$ cat src/rtl/muldiv_unit_if.sv
// Request/response bundle between the EX stage and the iterative M-extension unit.
interface muldiv_unit_if #(
  parameter int unsigned XLEN = 32
);
  logic            in_valid;
  logic            in_ready;
  logic [2:0]      funct3;
  logic [XLEN-1:0] rs1;
  logic [XLEN-1:0] rs2;
  logic            out_valid;
  logic            out_ready;
  logic [XLEN-1:0] result;
  logic            busy;
  logic            flush;

  modport master (
    output in_valid, funct3, rs1, rs2, out_ready, flush,
    input  in_ready, out_valid, result, busy
  );

  modport slave (
    input  in_valid, funct3, rs1, rs2, out_ready, flush,
    output in_ready, out_valid, result, busy
  );
endinterface

$ cat src/rtl/muldiv_unit.sv
// Iterative RV32M/RV64M multiply/divide: radix-2 shift-add multiply, restoring divide,
// magnitude datapath with sign correction on the final iteration.
module muldiv_unit #(
  parameter int unsigned XLEN  = 32,
  parameter int unsigned CNT_W = $clog2(XLEN) + 1
) (
  input logic          clk,
  input logic          reset_n,
  muldiv_unit_if.slave bus
);

  typedef enum logic [1:0] {StIdle, StRun, StDone} state_e;

  localparam logic [XLEN-1:0] MinNeg = {1'b1, {(XLEN-1){1'b0}}};

  state_e            state_q, state_d;
  logic [2:0]        op_q;
  logic              neg_q;
  logic [XLEN-1:0]   b_q;
  logic [XLEN-1:0]   result_q;
  logic [2*XLEN-1:0] acc_q;
  logic [CNT_W-1:0]  cnt_q;

  logic            accept, sgn1, sgn2, neg1, neg2, neg_d, div_zero, div_ovf, special;
  logic [XLEN-1:0] mag1, mag2, special_res;

  always_comb begin
    accept   = bus.in_valid && (state_q == StIdle) && !bus.flush;
    sgn1     = bus.funct3 inside {3'b001, 3'b010, 3'b100, 3'b110};
    sgn2     = bus.funct3 inside {3'b001, 3'b100, 3'b110};
    neg1     = sgn1 && bus.rs1[XLEN-1];
    neg2     = sgn2 && bus.rs2[XLEN-1];
    mag1     = neg1 ? -bus.rs1 : bus.rs1;
    mag2     = neg2 ? -bus.rs2 : bus.rs2;
    // REM/REMU follow the dividend sign; everything else negates on differing signs
    neg_d    = (bus.funct3[2] && bus.funct3[1]) ? neg1 : (neg1 ^ neg2);
    div_zero = bus.funct3[2] && (bus.rs2 == '0);
    div_ovf  = bus.funct3[2] && !bus.funct3[0] && (bus.rs1 == MinNeg) && (bus.rs2 == '1);
    special  = div_zero || div_ovf;
    if (div_zero) special_res = bus.funct3[1] ? bus.rs1 : '1;
    else          special_res = bus.funct3[1] ? '0 : bus.rs1;
  end

  // acc_q holds {partial product, multiplier} for MUL and {remainder, dividend/quotient} for DIV
  logic [XLEN:0]     sum, trial, diff;
  logic [2*XLEN-1:0] acc_nx, prod;
  logic [XLEN-1:0]   quo, rem, final_res;
  logic              last;

  always_comb begin
    sum   = {1'b0, acc_q[2*XLEN-1:XLEN]} + (acc_q[0] ? {1'b0, b_q} : '0);
    trial = acc_q[2*XLEN-1:XLEN-1];
    diff  = trial - {1'b0, b_q};
    if (!op_q[2])          acc_nx = {sum, acc_q[XLEN-1:1]};
    else if (diff[XLEN])   acc_nx = {trial[XLEN-1:0], acc_q[XLEN-2:0], 1'b0};
    else                   acc_nx = {diff[XLEN-1:0], acc_q[XLEN-2:0], 1'b1};
    prod = neg_q ? -acc_nx : acc_nx;
    quo  = neg_q ? -acc_nx[XLEN-1:0] : acc_nx[XLEN-1:0];
    rem  = neg_q ? -acc_nx[2*XLEN-1:XLEN] : acc_nx[2*XLEN-1:XLEN];
    if (!op_q[2]) final_res = (op_q[1:0] == 2'b00) ? prod[XLEN-1:0] : prod[2*XLEN-1:XLEN];
    else          final_res = op_q[1] ? rem : quo;
    last = (cnt_q == CNT_W'(XLEN - 1));
  end

  always_ff @(posedge clk or negedge reset_n) begin
    if (!reset_n) begin
      op_q     <= '0;
      neg_q    <= 1'b0;
      b_q      <= '0;
      acc_q    <= '0;
      cnt_q    <= '0;
      result_q <= '0;
    end else if (accept) begin
      op_q  <= bus.funct3;
      neg_q <= neg_d;
      cnt_q <= '0;
      acc_q <= {{XLEN{1'b0}}, (bus.funct3[2] ? mag1 : mag2)};
      b_q   <= bus.funct3[2] ? mag2 : mag1;
      if (special) result_q <= special_res;
    end else if ((state_q == StRun) && !bus.flush) begin
      acc_q <= acc_nx;
      cnt_q <= cnt_q + 1'b1;
      if (last) result_q <= final_res;
    end
  end

  always_ff @(posedge clk or negedge reset_n) begin
    if (!reset_n) state_q <= StIdle;
    else          state_q <= state_d;
  end

  always_comb begin
    state_d = state_q;
    unique case (state_q)
      StIdle:  if (accept) state_d = special ? StDone : StRun;
      StRun:   if (last) state_d = StDone;
      StDone:  if (bus.out_ready) state_d = StIdle;
      default: state_d = StIdle;
    endcase
    if (bus.flush) state_d = StIdle;
  end

  always_comb begin
    bus.in_ready  = (state_q == StIdle);
    bus.busy      = (state_q != StIdle);
    bus.out_valid = (state_q == StDone);
    bus.result    = result_q;
  end

endmodule
$ cat src/flat_wrapper.sv
// flat-port wrapper written by rule: the top's interface ports become plain ports
module muldiv_unit_flat 
#(
  parameter int unsigned XLEN  = 32,
  parameter int unsigned CNT_W = $clog2(XLEN) + 1
)
  (clk, reset_n, bus_in_valid, bus_funct3, bus_rs1, bus_rs2, bus_out_ready, bus_flush, bus_in_ready, bus_out_valid, bus_result, bus_busy);
  muldiv_unit_if #(.XLEN(XLEN)) bus_i ();
  input logic clk;
  input logic reset_n;
  input wire logic [$bits(bus_i.in_valid)-1:0] bus_in_valid;
  input wire logic [$bits(bus_i.funct3)-1:0] bus_funct3;
  input wire logic [$bits(bus_i.rs1)-1:0] bus_rs1;
  input wire logic [$bits(bus_i.rs2)-1:0] bus_rs2;
  input wire logic [$bits(bus_i.out_ready)-1:0] bus_out_ready;
  input wire logic [$bits(bus_i.flush)-1:0] bus_flush;
  output wire logic [$bits(bus_i.in_ready)-1:0] bus_in_ready;
  output wire logic [$bits(bus_i.out_valid)-1:0] bus_out_valid;
  output wire logic [$bits(bus_i.result)-1:0] bus_result;
  output wire logic [$bits(bus_i.busy)-1:0] bus_busy;
  assign bus_i.in_valid = bus_in_valid;
  assign bus_i.funct3 = bus_funct3;
  assign bus_i.rs1 = bus_rs1;
  assign bus_i.rs2 = bus_rs2;
  assign bus_i.out_ready = bus_out_ready;
  assign bus_i.flush = bus_flush;
  assign bus_in_ready = bus_i.in_ready;
  assign bus_out_valid = bus_i.out_valid;
  assign bus_result = bus_i.result;
  assign bus_busy = bus_i.busy;
  muldiv_unit #(.XLEN(XLEN), .CNT_W(CNT_W)) u_core (.clk(clk), .reset_n(reset_n), .bus(bus_i));
endmodule
$ cat config.mk
export PLATFORM = sky130hd
export DESIGN_NAME = muldiv_unit_flat
export DESIGN_NICKNAME = d
export VERILOG_FILES = /design/src/rtl/muldiv_unit_if.sv /design/src/rtl/muldiv_unit.sv /design/src/flat_wrapper.sv
export SDC_FILE = /design/constraint.sdc
export NUM_CORES = 1
export LEC_CHECK = 0
export BUFFER_PORTS_ARGS = -buffer_cell sky130_fd_sc_hd__buf_4
export CAP_MARGIN = 10
export CORE_AREA = 2 2 184 186
export DETAILED_ROUTE_END_ITERATION = 7
export DIE_AREA = 0 0 186 188
export MAX_ROUTING_LAYER = met4
export PLACE_DENSITY = 0.74
export SLEW_MARGIN = 0
export SYNTH_ARGS = -nofsm -noshare
export SYNTH_HDL_FRONTEND = slang
export SYNTH_SLANG_ARGS = --single-unit
$ cat constraint.sdc
create_clock -name clk -period 8.8 [get_ports clk]
set_input_delay 1.76 -clock clk [delete_from_list [all_inputs] [get_ports clk]]
set_output_delay 1.76 -clock clk [all_outputs]
set_load 0.03 [all_outputs]
==> metrics.txt <==
# TYPE chip_impl_metric gauge
chip_impl_info{name="status",value="complete, but fails checks"} 1
chip_impl_info{name="failed_checks",value="DRC"} 1
chip_impl_metric{name="cts_max_level",unit=""} 4
chip_impl_metric{name="clock_sink_count",unit=""} 140
chip_impl_metric{name="cts.hold.buffers_added",unit=""} 0
chip_impl_metric{name="timing.final.hold_violations",unit=""} 0
chip_impl_metric{name="die_y",unit="microns"} 188
chip_impl_metric{name="grt_pass1_wl",unit="microns"} 104000
chip_impl_info{name="critical_path.endpoint_type",value="flip-flop"} 1
chip_impl_info{name="critPathKind",value="reg2reg"} 1
chip_impl_info{name="critical_path.reg2reg.endpoint",value="u_core.bus.result[22]"} 1
chip_impl_metric{name="non_filler_instances",unit=""} 2787
chip_impl_metric{name="route.vias.total",unit=""} 18600
chip_impl_metric{name="ff_latch_area",unit="sq um"} 3510
chip_impl_info{name="critPathLaunchType",value="flip-flop"} 1
chip_impl_metric{name="drt-initial-drc-count",unit=""} 2440
chip_impl_metric{name="dp.final_hpwl",unit="microns"} 52700
chip_impl_metric{name="multi_input_comb_area",unit="sq um"} 12000
chip_impl_metric{name="initial_antenna_violation_count",unit=""} 2
chip_impl_metric{name="drt_drc_violations_left",unit=""} 1
chip_impl_metric{name="synth_sequential_area_ratio",unit="%"} 21.5
chip_impl_metric{name="groute.usage.overall",unit="%"} 40.3
chip_impl_info{name="yosys_most_used_dff",value="sky130_fd_sc_hd__dfrtp_1"} 1
chip_impl_metric{name="wl_per_cell",unit="microns"} 24.3
chip_impl_metric{name="synth-edff-count",unit=""} 0
chip_impl_metric{name="maxCapViolations",unit=""} 0
chip_impl_metric{name="boundaryPins",unit=""} 107
chip_impl_metric{name="cellPowerDensity",unit="nW/um^2"} 431
chip_impl_metric{name="dp.cells",unit=""} 2754
chip_impl_metric{name="fraction_of_layout_instances_using_a_drive_strength_above_1",unit="%"} 9.76
chip_impl_metric{name="syn2layout_area_growth",unit="%"} 10.9
chip_impl_metric{name="detail-route-antenna-nets",unit=""} 0
chip_impl_metric{name="synthesized_netlist_cell_count",unit=""} 2302
chip_impl_metric{name="tritoncts.num_buffers",unit=""} 17
chip_impl_metric{name="worst_ir_drop_vdd",unit="mV"} 0.216
chip_impl_info{name="hp-start",value="u_core.b_q[12]"} 1
chip_impl_metric{name="number_of_cells_on_the_worst_hold_path",unit=""} 2
chip_impl_info{name="yosys.area.top_type",value="sky130_fd_sc_hd__dfrtp_1"} 1
chip_impl_metric{name="design.die.area",unit="sq um"} 35000
chip_impl_metric{name="cts_buffer_depth",unit=""} 2
chip_impl_metric{name="finalCritPeriodShare",unit="%"} 82.7
chip_impl_metric{name="place.gp.congestion",unit=""} 1.03
chip_impl_metric{name="routed_wirelength",unit="microns"} 67800
chip_impl_metric{name="layout.nets",unit=""} 2469
chip_impl_metric{name="report.power.total",unit="uW"} 7790
chip_impl_metric{name="setup.reg_to_reg.worst_slack",unit="ns"} 1.53
chip_impl_metric{name="fill_cells",unit=""} 3242
chip_impl_metric{name="synthDistinctLibCells",unit=""} 96
chip_impl_metric{name="finalSetupViolCount",unit=""} 0
chip_impl_metric{name="clkLatencyLatePin",unit="ns"} 0.46
chip_impl_metric{name="worst_clock_skew",unit="ns"} 0.0124
chip_impl_metric{name="first_global_vias",unit=""} 17100
chip_impl_metric{name="avgSynthCellArea",unit="sq um"} 7.08
chip_impl_metric{name="cts.repair_timing.setup_buffer_count",unit=""} 0
chip_impl_metric{name="path_clk_slew",unit="ns"} 0.07
chip_impl_metric{name="coreArea",unit="sq um"} 33100
chip_impl_metric{name="timing.final.crit_period",unit="ns"} 7.27
chip_impl_metric{name="area_share_of_the_largest_cell_type_after_synthesis",unit="%"} 21.5
chip_impl_metric{name="start_util",unit="%"} 49.2
chip_impl_metric{name="timing.max_slew.rel_slack",unit="%"} 21.4
chip_impl_info{name="mostFrequentLayoutCell",value="sky130_fd_sc_hd__nor2_1"} 1
chip_impl_info{name="worstHoldPathType",value="reg2reg"} 1
chip_impl_info{name="worst_min_delay_path_endpoint",value="u_core.b_q[12]"} 1
chip_impl_metric{name="yosys_warnings",unit=""} 0
chip_impl_info{name="cts_root_buf",value="sky130_fd_sc_hd__clkbuf_16"} 1
chip_impl_metric{name="die_w",unit="microns"} 186
chip_impl_metric{name="cts-resized-gates",unit=""} 0
chip_impl_metric{name="first_pass_iters",unit=""} 8
chip_impl_metric{name="route.detailed.vias_per_inst",unit=""} 6.68
chip_impl_metric{name="max_freq",unit="GHz"} 0.137
chip_impl_metric{name="row_count",unit=""} 67
chip_impl_info{name="layout_common_cells",value="sky130_fd_sc_hd__nor2_1 (297), sky130_fd_sc_hd__nand2_1 (280), sky130_fd_sc_hd__o21ai_0 (236)"} 1
chip_impl_info{name="yosys-top-cells-area",value="sky130_fd_sc_hd__dfrtp_1 (21%), sky130_fd_sc_hd__o21ai_0 (7.2%), sky130_fd_sc_hd__nor2_1 (6.9%), sky130_fd_sc_hd__nand2_1 (6.5%), sky130_fd_sc_hd__a21oi_1 (6.4%)"} 1
chip_impl_metric{name="cp.arrival",unit="ns"} 7.65
chip_impl_metric{name="async_reset_ff_share",unit="%"} 100
chip_impl_metric{name="synth_area",unit="sq um"} 16300
chip_impl_info{name="r2r_start",value="u_core.acc_q[57]"} 1
chip_impl_metric{name="timing.critical_path.fanout_max",unit=""} 18
chip_impl_metric{name="globalRoute.totalOverflow",unit=""} 0
chip_impl_metric{name="total_leakage_power",unit="uW"} 0.00729
chip_impl_metric{name="worst_slew_pin_slew",unit="ns"} 1.17
chip_impl_metric{name="maximum_number_of_pins_on_one_net_before_global_route_repair",unit=""} 114
chip_impl_info{name="cts_tree",value="yes"} 1
chip_impl_metric{name="post_synth_net_total",unit=""} 2446
chip_impl_metric{name="final_max_slew_viol_count",unit=""} 0
chip_impl_metric{name="worst_reg_to_reg_path_cell_count",unit=""} 21
chip_impl_metric{name="crit_required",unit="ns"} 9.18
chip_impl_metric{name="synth_seq_cells",unit=""} 140
chip_impl_info{name="setup_repair_after_global_routing_missed_its_margin",value="no"} 1
chip_impl_metric{name="placement.io_buffers",unit=""} 106
chip_impl_metric{name="setup_total_negative_slack",unit="ns"} 0
-- how the worst max path moves through the flow --
stage	from	endpoint	slack (ns)
final	u_core.acc_q[57]	u_core.bus.result[22]	1.53
after detailed placement	u_core.acc_q[57]	u_core.bus.result[22]	1.95
after floorplan	u_core.op_q[2]	u_core.bus.result[22]	2.71
after CTS	u_core.acc_q[57]	u_core.bus.result[22]	1.92
after global placement	u_core.acc_q[57]	u_core.bus.result[22]	2.33
after global routing	u_core.acc_q[57]	u_core.bus.result[22]	1.34
-- worst max-delay path, cell delays in order (launching register included) --
cell and delay (ns):
sky130_fd_sc_hd__dfrtp_1 0.43, sky130_fd_sc_hd__ha_1 0.47, sky130_fd_sc_hd__nand2_1 0.15, sky130_fd_sc_hd__nor4_2 0.49, sky130_fd_sc_hd__nand2_1 0.26, sky130_fd_sc_hd__a2111o_1 0.48, sky130_fd_sc_hd__a21oi_2 0.17, sky130_fd_sc_hd__buf_4 0.28
sky130_fd_sc_hd__nor2_2 0.08, sky130_fd_sc_hd__mux2i_1 0.23, sky130_fd_sc_hd__ha_1 0.35, sky130_fd_sc_hd__o221ai_1 0.23, sky130_fd_sc_hd__inv_1 0.16, sky130_fd_sc_hd__nand4_1 0.25, sky130_fd_sc_hd__nor4_2 0.94, sky130_fd_sc_hd__nand2_1 0.22
sky130_fd_sc_hd__a2111oi_0 0.61, sky130_fd_sc_hd__nand2_1 0.31, sky130_fd_sc_hd__nor3_1 0.47, sky130_fd_sc_hd__o21ai_0 0.16, sky130_fd_sc_hd__a211o_1 0.32, sky130_fd_sc_hd__a21oi_1 0.12
-- registers in the layout, summed over array words and instances, names as in the netlist --
name and cells:
u_core.acc_q 64, u_core.b_q 32, u_core.bus.result 32, u_core.cnt_q 6
u_core.op_q 3, u_core.state_q 2, u_core.neg_q 1
-- per-stage QoR --
stage	instance area (sq um)	setup slack, ns	hold WS [ns]	utilization [%]
floorplan	16300	2.71	0.450	-
global placement	17400	2.33	0.460	52.6
detailed placement	17400	1.95	0.471	52.7
CTS	18100	1.92	0.486	54.6
global route	18100	1.34	0.511	54.6
finish	18100	1.53	0.481	54.6
-- logic make-up (layout without fill, tap and decap cells) --
kind of cell / after synthesis / after routing / synth area share (%)
compound gates: 812 / 812 / 32.2
simple gates: 868 / 868 / 24.3
mux: 55 / 55 / 3.63
xor+xnor: 147 / 147 / 7.90
other cells: 0 / 2 / 0
buf+inv: 208 / 243 / 4.89
flops: 140 / 140 / 21.5
fa+ha+maj: 72 / 72 / 5.62
-- area by class of cell --
class                      instances  area share (%)
multi-input combinational       1954            66.5
antenna                            2          0.0277
tap                              448            3.10
clock inverter                    10            1.04
inverter                          68            1.41
sequential                       140            19.4
clock buffer                      21            2.49
timing repair buffer             144            5.99
-- metal layers --
| layer | up-vias | part of all wire (%) | track usage, % |
|---|---|---|---|
| li1 | 8508 | - | - |
| met1 | 8839 | 42 | 54.6 |
| met2 | 1089 | 43 | 58.3 |
| met3 | 177 | 9.5 | 6.84 |
| met4 | 0 | 5.3 | 19.0 |
| met5 | - | 0 | - |
-- Yosys cell counts, drive strengths merged, types with 17 or more instances --
library cell	number
or3	21
nand3	36
nand2	282
dfrtp	140
nor2	301
buf	24
a21o	29
and2	17
a211oi	25
nor4	23
o21ai	241
xor2	55
xnor2	92
inv	66
o211ai	52
a31oi	27
o31ai	27
nand4	34
ha	70
mux2i	49
a21oi	210
nor3	74
clkbuf	116
-- report_power, final --
group	leakage (uW)	switching [uW]	total, uW	internal [uW]
registers	0.00174	325	1230	904
clock network	0.000308	319	829	510
logic	0.00524	3790	5730	1930
total	0.00729	4440	7790	3350
Note: power is estimated with default switching activity, not from simulation.
